===== config.mk =====
export PLATFORM = sky130hd
export DESIGN_NAME = uart_tx_flat
export DESIGN_NICKNAME = d
export VERILOG_FILES = /design/src/rtl/uart_pkg.sv /design/src/rtl/uart_tx_if.sv /design/src/rtl/uart_baud_tick.sv /design/src/rtl/uart_tx.sv /design/src/flat_wrapper.sv
export SDC_FILE = /design/constraint.sdc
export NUM_CORES = 1
export LEC_CHECK = 0
export CAP_MARGIN = 15
export CORE_MARGIN = 1
export CORE_UTILIZATION = 35
export CTS_BUF_LIST = sky130_fd_sc_hd__clkbuf_8
export CTS_CLUSTER_SIZE = 16
export DETAILED_ROUTE_END_ITERATION = 8
export DONT_BUFFER_PORTS = 1
export PLACE_DENSITY = 0.56
export SKIP_LAST_GASP = 1
export SYNTH_ARGS = -nofsm -noshare
export SYNTH_HDL_FRONTEND = slang
export SYNTH_SLANG_ARGS = --single-unit
export TNS_END_PERCENT = 5

===== constraint.sdc =====
create_clock -name clk -period 5 [get_ports clk]
set_input_delay 1.5 -clock clk [delete_from_list [all_inputs] [get_ports clk]]
set_output_delay 1.5 -clock clk [all_outputs]
set_load 0.005 [all_outputs]

===== src/rtl/uart_pkg.sv =====
`default_nettype none
// +--------------------------------------------------------------------+
// | uart_pkg: shared UART frame constants, FSM states and rate helper.  |
// | Revision: 1.0                                                      |
// +--------------------------------------------------------------------+
package uart_pkg;

    localparam int UART_DATA_BITS = 8;
    localparam int UART_STOP_BITS = 1;

    typedef enum logic [1:0] {
        IDLE  = 2'd0,
        START = 2'd1,
        DATA  = 2'd2,
        STOP  = 2'd3
    } uart_tx_state_t;

    // Whole clock cycles per serial bit; any remainder is dropped.
    function automatic int clks_per_bit(input int clk_freq, input int baud);
        return clk_freq / baud;
    endfunction

endpackage
`default_nettype wire


===== src/rtl/uart_tx_if.sv =====
`default_nettype none
// +--------------------------------------------------------------------+
// | uart_tx_if: byte-level valid/ready handshake into the transmitter.  |
// | Revision: 1.0                                                      |
// +--------------------------------------------------------------------+
interface uart_tx_if;
    import uart_pkg::*;

    logic [UART_DATA_BITS-1:0] data;
    logic                      data_valid;
    logic                      data_ready;

    modport master (
        output data,
        output data_valid,
        input  data_ready
    );

    modport slave (
        input  data,
        input  data_valid,
        output data_ready
    );

endinterface
`default_nettype wire


===== src/rtl/uart_baud_tick.sv =====
`default_nettype none
// +--------------------------------------------------------------------+
// | uart_baud_tick: bit-period counter, one-cycle tick on last cycle.   |
// | Revision: 1.0                                                      |
// +--------------------------------------------------------------------+
module uart_baud_tick #(
    parameter int CLKS_PER_BIT = 4
) (
    input  logic clk,
    input  logic reset,
    input  logic clear,
    output logic tick
);

    localparam int                CNT_W    = (CLKS_PER_BIT > 1) ? $clog2(CLKS_PER_BIT) : 1;
    localparam logic [CNT_W-1:0]  CNT_LAST = CNT_W'(CLKS_PER_BIT - 1);

    generate
        if (CLKS_PER_BIT < 2) begin : g_bad_rate
            $error("uart_baud_tick: CLKS_PER_BIT must be at least 2");
        end
    endgenerate

    logic [CNT_W-1:0] r_cnt;
    logic             w_last;

    assign w_last = (r_cnt == CNT_LAST);
    assign tick   = w_last && !clear;

    always_ff @(posedge clk) begin
        if (!reset || clear) begin
            r_cnt <= '0;
        end else if (w_last) begin
            r_cnt <= '0;
        end else begin
            r_cnt <= r_cnt + CNT_W'(1);
        end
    end

endmodule
`default_nettype wire


===== src/rtl/uart_tx.sv =====
`default_nettype none
// +--------------------------------------------------------------------+
// | uart_tx: 8N1 LSB-first serial transmitter with valid/ready input.   |
// | Revision: 1.0                                                      |
// +--------------------------------------------------------------------+
module uart_tx
    import uart_pkg::*;
#(
    parameter int CLK_FREQ = 10_000_000,
    parameter int BAUD     = 9600
) (
    input  logic     clk,
    input  logic     reset,
    uart_tx_if.slave s_if,
    output logic     tx,
    output logic     busy
);

    localparam int CLKS_PER_BIT = clks_per_bit(CLK_FREQ, BAUD);
    localparam logic [2:0] LAST_BIT = 3'(UART_DATA_BITS - 1);

    uart_tx_state_t            r_state;
    uart_tx_state_t            w_state_nxt;
    logic [UART_DATA_BITS-1:0] r_shift;
    logic [UART_DATA_BITS-1:0] w_shift_nxt;
    logic [2:0]                r_bit_idx;
    logic [2:0]                w_bit_idx_nxt;
    logic                      r_tx;
    logic                      w_tx_nxt;
    logic                      r_armed;
    logic                      w_accept;
    logic                      w_tick;
    logic                      w_baud_clear;

    // Holding the counter clear while idle makes every frame start at count 0.
    assign w_baud_clear = (r_state == IDLE);

    uart_baud_tick #(
        .CLKS_PER_BIT (CLKS_PER_BIT)
    ) u_baud_tick (
        .clk   (clk),
        .reset (reset),
        .clear (w_baud_clear),
        .tick  (w_tick)
    );

    // r_armed delays readiness one cycle after reset release.
    assign s_if.data_ready = (r_state == IDLE) && r_armed && reset;
    assign w_accept        = s_if.data_valid && s_if.data_ready;
    assign busy            = (r_state != IDLE);
    assign tx              = r_tx;

    always_ff @(posedge clk) begin
        if (!reset) begin
            r_state   <= IDLE;
            r_shift   <= '0;
            r_bit_idx <= '0;
            r_tx      <= 1'b1;
            r_armed   <= 1'b0;
        end else begin
            r_state   <= w_state_nxt;
            r_shift   <= w_shift_nxt;
            r_bit_idx <= w_bit_idx_nxt;
            r_tx      <= w_tx_nxt;
            r_armed   <= 1'b1;
        end
    end

    // Line level is computed from the current state and registered, so tx
    // trails the state by one cycle and never glitches.
    always_comb begin
        w_state_nxt   = r_state;
        w_shift_nxt   = r_shift;
        w_bit_idx_nxt = r_bit_idx;
        w_tx_nxt      = 1'b1;
        unique case (r_state)
            IDLE: begin
                w_tx_nxt = 1'b1;
                if (w_accept) begin
                    w_shift_nxt   = s_if.data;
                    w_bit_idx_nxt = '0;
                    w_state_nxt   = START;
                end
            end
            START: begin
                w_tx_nxt = 1'b0;
                if (w_tick) begin
                    w_state_nxt = DATA;
                end
            end
            DATA: begin
                w_tx_nxt = r_shift[0];
                if (w_tick) begin
                    w_shift_nxt   = {1'b0, r_shift[UART_DATA_BITS-1:1]};
                    w_bit_idx_nxt = r_bit_idx + 3'd1;
                    if (r_bit_idx == LAST_BIT) begin
                        w_state_nxt = STOP;
                    end
                end
            end
            STOP: begin
                w_tx_nxt = 1'b1;
                if (w_tick) begin
                    w_state_nxt = IDLE;
                end
            end
            default: begin
                w_state_nxt = IDLE;
            end
        endcase
    end

endmodule
`default_nettype wire


===== src/flat_wrapper.sv =====
// flat-port wrapper written by rule: the top's interface ports become plain ports
module uart_tx_flat import uart_pkg::*;
#(
    parameter int CLK_FREQ = 10_000_000,
    parameter int BAUD     = 9600
)
  (clk, reset, tx, busy, s_if_data, s_if_data_valid, s_if_data_ready);
  uart_tx_if s_if_i ();
  input  logic clk;
  input  logic reset;
  output logic tx;
  output logic busy;
  input wire logic [$bits(s_if_i.data)-1:0] s_if_data;
  input wire logic [$bits(s_if_i.data_valid)-1:0] s_if_data_valid;
  output wire logic [$bits(s_if_i.data_ready)-1:0] s_if_data_ready;
  assign s_if_i.data = s_if_data;
  assign s_if_i.data_valid = s_if_data_valid;
  assign s_if_data_ready = s_if_i.data_ready;
  uart_tx #(.CLK_FREQ(CLK_FREQ), .BAUD(BAUD)) u_core (.clk(clk), .reset(reset), .s_if(s_if_i), .tx(tx), .busy(busy));
endmodule

# Word-level counts from Yosys, hierarchy flattened
# Index checks and enable logic that the tools add are counted.
# op_classes
addsub	2
n_eq_ne	10
muxes	14
reduce_logical	14
# ops
cell	count
8-bit 2-to-1 mux	2
8-bit case mux with 2 select lines	1
11-bit by 1-bit adder with 11-bit output, second input constant	1
11-bit == test, second input constant	1
2-bit 2-to-1 mux	5
2-bit case mux with 4 select lines	1
3-bit 2-to-1 mux	2
2-bit inequality test, second input constant	3
3-bit case mux with 2 select lines	1
5-bit AND reduction	1
2-bit == test, second input constant	2
1-bit logical AND	4
2-bit by 1-bit inequality test with 1-bit output, second input constant	2
2-bit nonzero test	2
2-bit OR reduction	2
3-bit by 1-bit adder with 3-bit output, second input constant	1
3-bit == test, second input constant	1
1-bit case mux with 3 select lines	1
3-bit AND reduction	1
2-bit by 1-bit == test with 1-bit output, second input constant	1
1-bit zero test	2
2-bit zero test	1
1-bit logical OR	1
1-bit 2-to-1 mux	1
# word_totals
ff_bits	26
input_bits	11
output_inout_bits	3
wordCells	46

# Depth between registers and ports, before layout
# depth
ltp_word	6
depth_mapped	7
mapped_depth_nobuf	6

# Hierarchy
# A second synthesis with hierarchy kept.
# hier_totals
cells_unflattened	143
area_unflattened_um2	1360.1
# modules_own_cells
mod	n_inst	cells_each	area_each_um2	seq_area_each_um2
uart_tx	1	84	839.6	300.3
uart_baud_tick	1	59	520.5	220.2

# Least setup slack after synthesis
# Ideal clock, no wire load.
# synth_path
path_type	input-to-output
startpoint	input reset
endpoint	output s_if_data_ready
arrival_ps	2152
t_required_ps	3500
path_slack_ps	1348
cell_stages	3
n_path_buf	2
cell_sequence	clkbuf_1 -> clkbuf_1 -> and3_1
# synth_between
elab_chain_len	1
# synth_lines
element	line_no	text
from (decl)	flat_wrapper.sv:10	input logic reset;
1-bit logical AND	uart_tx.sv:48	assign s_if.data_ready = (r_state == IDLE) && r_armed && reset;
to (decl)	flat_wrapper.sv:15	output wire logic [$bits(s_if_i.data_ready)-1:0] s_if_data_ready;
# No other way between the ends.

# Final worst setup path
# Ends and elaborated chain as after synthesis.

==> results.txt <==
- Simple-gate portion of the synthesized area: approximately a fifth
- Clock tree synthesis selected as its root buffer the cell sky130_fd_sc_hd__clkbuf_8.
- Entering global routing, the biggest net connects 27 pins.
- In this run, synthesis inferred 0 flip-flops with an integrated enable.
- Of the cells placed in the final design, the portion with a size suffix greater than 1 is 11.1%.
- I/O pin total: 14
* Global Route Usage Sum: about an eighth
- For the final routed database, the setup TNS stands at 0 ns.
* Cell Chain, Critical Path: and3_1
- Filler cell count in the final layout: about 370
- The area growth from synthesis to layout is 5.05%.
- Routability-driven placement finished with a final weighted congestion of around 0.71.
* Share of the synthesized netlist area taken by xor and xnor gates: under 10%
- At the pin with the least slew margin, the transition time is 0.668 ns.
- Dominant delay contributor by cell family on the critical path: simple AND/OR/NAND/NOR gates
- First-pass GRT wire length: between 3000 and 4000 microns
* Final setup violation count: 0
- TritonCTS built the clock tree.
- Library cell with the largest summed area after synthesis: sky130_fd_sc_hd__dfxtp_1
- Tcrit/Tclk final: 63.0%
- Synth Instances: 138
- Yosys printed 0 warnings.
* Share of flip-flops with an asynchronous set or reset: 0%
- Counting every net in the synthesized netlist gives 158.
- By area the synthesized netlist is led by sky130_fd_sc_hd__dfxtp_1 (40%), sky130_fd_sc_hd__ha_1 (8.6%), sky130_fd_sc_hd__mux2i_1 (6.9%).
- In the post-route analysis, the smallest setup slack over all paths is around 1.9 ns.
- On the final layout, the worst hold slack is roughly 0.46 ns.
- Setup repair after global routing left no endpoint under its margin.
- The clock period could shrink to between 3 and 4 ns.
- The critical path is of the in2out type.
* Via count of the first global-routing pass: between 800 and 900
* Final #Nets: about 160
- In this run the standard cell core region covers roughly 0.0035 sq mm.
* HP Class: reg2reg
- First-pass iteration count of the detailed router: 4
* Portion of synthesized cell area occupied by the leading cell type: between 30% and 40%
* Detailed-route vias per instance: 4.97
- In this run the number of H-tree levels came out at 1.
- In this run the deepest clock path goes through 2 buffers.
- Core Util, Final: 39.8%
- CTS saw 26 sinks.
- Global routing finished with a remaining overflow of 0.
- Clock transition at the registers of the reported paths: roughly 0.09 ns
* Layout Skew: ~0.0047 ns
- In this run the core area contains 21 standard-cell rows.
- Share of the synthesized area in compound gates (AO/OA/AOI/OAI): between 7 and 8%
- Status: completed
* Leakage: ~0.56 nW
* Critical-path maximum fanout: 26
- STA classifies the critical path endpoint as a primary output.
- Cell with the largest stage delay on the worst path: sky130_fd_sc_hd__and3_1
* Peak Freq: 317 MHz
* Hold-fix buffers, CTS: 0
- Averaged over all synthesized cells, the footprint is around 9.5 sq um.
- By area, the combinational part of the netlist is dominated by simple AND/OR/NAND/NOR gates.
- The die is around 63 microns tall.
- Total vias in the final route: ~900
- Max-cap violations in this run came to 0.
- Number of antenna violations at the first check in global routing: 0
* Number of CTS-inserted buffers: 3
* Total power per unit cell area: 366 mW/mm^2
- Crit path largest cell delay: approximately 0.15 ns
* Drt first-iter violations: 43
- OpenSTA, run right after detailed placement, puts the worst setup slack at around 1.9 ns.
- For the worst-skew pair, the clock arrives at the later sink with an insertion delay of around 0.26 ns.
- For this block, the routed nets add up to around 2100 microns of wire.
- Drt wl/cell: 11.5 microns
* Worst rel slew slack: about 55%
- Gates resized during post-CTS repair numbered 0.
* Detailed placement HPWL: between 1500 and 2000 microns
* Netlist area before placement: between 0.001 and 0.0015 sq mm
* Critical path arrival: 1.65 ns
* Number of synthesized register bits: 26
- Register Area: ~520 sq um
- The worst setup path is launched from a primary input.
- Counting both buffers and inverters, the worst setup path holds a total of 0.
* Post-synthesis share of cell area spent on full adders, half adders and majority gates: under 10%
* Antenna diode instance count: 0
- Most common library cells after synthesis: sky130_fd_sc_hd__dfxtp_1 (26), sky130_fd_sc_hd__nand2_1 (21), sky130_fd_sc_hd__nor2_1 (12)
- The final max-slew violation count was 0.
- Count of unresolved DRC violations after routing: 0
- The count of cells in the finished layout, fillers not included, comes to ~180.
* Final hold violation count: 0
- Share of cell area taken by muxes after synthesis: approximately an eighth
- The worst-case IR drop observed on VDD is around 0.17 mV.
- Port buffering added 0 buffers.
* Antenna-violating nets left: 0
- At the worst endpoint, the required time is roughly 3.5 ns.
- Among all cell types in the netlist, the one instantiated most often is sky130_fd_sc_hd__dfxtp_1.
- The die is 63.2 microns wide.
- After clock tree synthesis, the setup repair step added 0 buffers.
* Distinct cells, synth: 32
- Sequential-to-total area share from yosys stat: between 30 and 40%
- Dominant synthesized flop cell: sky130_fd_sc_hd__dfxtp_1
- Summing all multi-input logic gate instances after layout gives roughly 730 sq um.
- The number of placed instances, taps included, is between 150 and 200.
* Starting density of the core: between 30 and 40%
- The die covers approximately 0.0040 sq mm.
-- layout by cell type, fill, tap and decap left out --
cell type,n
sky130_fd_sc_hd__dfxtp_1,26
sky130_fd_sc_hd__nand2_1,21
sky130_fd_sc_hd__nor2_1,12
sky130_fd_sc_hd__mux2i_1,9
sky130_fd_sc_hd__ha_1,9
sky130_fd_sc_hd__inv_1,8
sky130_fd_sc_hd__mux2_2,7
sky130_fd_sc_hd__xnor2_1,5
sky130_fd_sc_hd__nor3_1,4
sky130_fd_sc_hd__xor2_1,4
sky130_fd_sc_hd__and3_1,3
sky130_fd_sc_hd__nand3_1,3
sky130_fd_sc_hd__nand4_1,3
sky130_fd_sc_hd__clkbuf_8,3
sky130_fd_sc_hd__and2_1,2
sky130_fd_sc_hd__a32o_1,2
sky130_fd_sc_hd__nor4b_2,1
sky130_fd_sc_hd__nor4_2,1
sky130_fd_sc_hd__and4_4,1
sky130_fd_sc_hd__a31oi_4,1
sky130_fd_sc_hd__nor2b_1,1
sky130_fd_sc_hd__nand2b_1,1
sky130_fd_sc_hd__and4_1,1
sky130_fd_sc_hd__o41ai_1,1
sky130_fd_sc_hd__o221a_2,1
sky130_fd_sc_hd__o211ai_1,1
sky130_fd_sc_hd__o211a_1,1
sky130_fd_sc_hd__a21boi_0,1
sky130_fd_sc_hd__o21ai_0,1
sky130_fd_sc_hd__a22o_1,1
-- flip-flops by register name, indices dropped and copies added (netlist names) --
name                      flops
u_core.r_armed                1
u_core.r_bit_idx              3
u_core.r_shift                8
u_core.r_state                2
u_core.tx                     1
u_core.u_baud_tick.r_cnt     11
-- kinds of logic after synthesis --
logic type	count (synthesis)
AOI/OAI and AO/OA	10
xor gates and xnor gates	9
adders and majority gates	9
buffers and inverters	14
DFF	26
muxes	16
and+or+nand+nor	54
-- final cells by class --
type	count	area share, %
inverters	8	2.18
well taps	46	4.17
flip-flops and latches	26	37.7
clock buffers	3	2.99
multi-input cells	98	52.9
-- per-layer routing --
metal	part of all wire (%)	track usage, %	wire, microns
met1	51	16.0	1070
met2	43	19.8	899
met4	0.29	2.56	6
met5	0	0	0
met3	5.3	2.72	110
-- path summary, 6_finish.rpt --
kind                      from                end  slack (ns)  cells past startpoint
max reg2reg  u_core.r_state[0]  u_core.r_shift[7]        2.98                      5
min reg2reg  u_core.r_shift[1]  u_core.r_shift[1]        0.46                      2
min          u_core.r_shift[1]  u_core.r_shift[1]        0.46                      2
max                      reset    s_if_data_ready        1.85                      1
-- where the power goes --
| part | total, mW | internal (mW) | switching [mW] |
|---|---|---|---|
| registers | 0.241 | 0.227 | 0.0144 |
| clock network | 0.114 | 0.0538 | 0.0607 |
| logic | 0.148 | 0.0631 | 0.0853 |
-- per-stage QoR --
step | power [mW] | instance area [sq um]
6_report | 0.504 | 1380
3_5_place_dp | 0.395 | 1340
4_1_cts | 0.513 | 1380
2_1_floorplan | 0.371 | 1310
5_1_grt | 0.545 | 1380
3_3_place_gp | 0.387 | 1340
No activity file was read; power rests on OpenSTA's default activity.
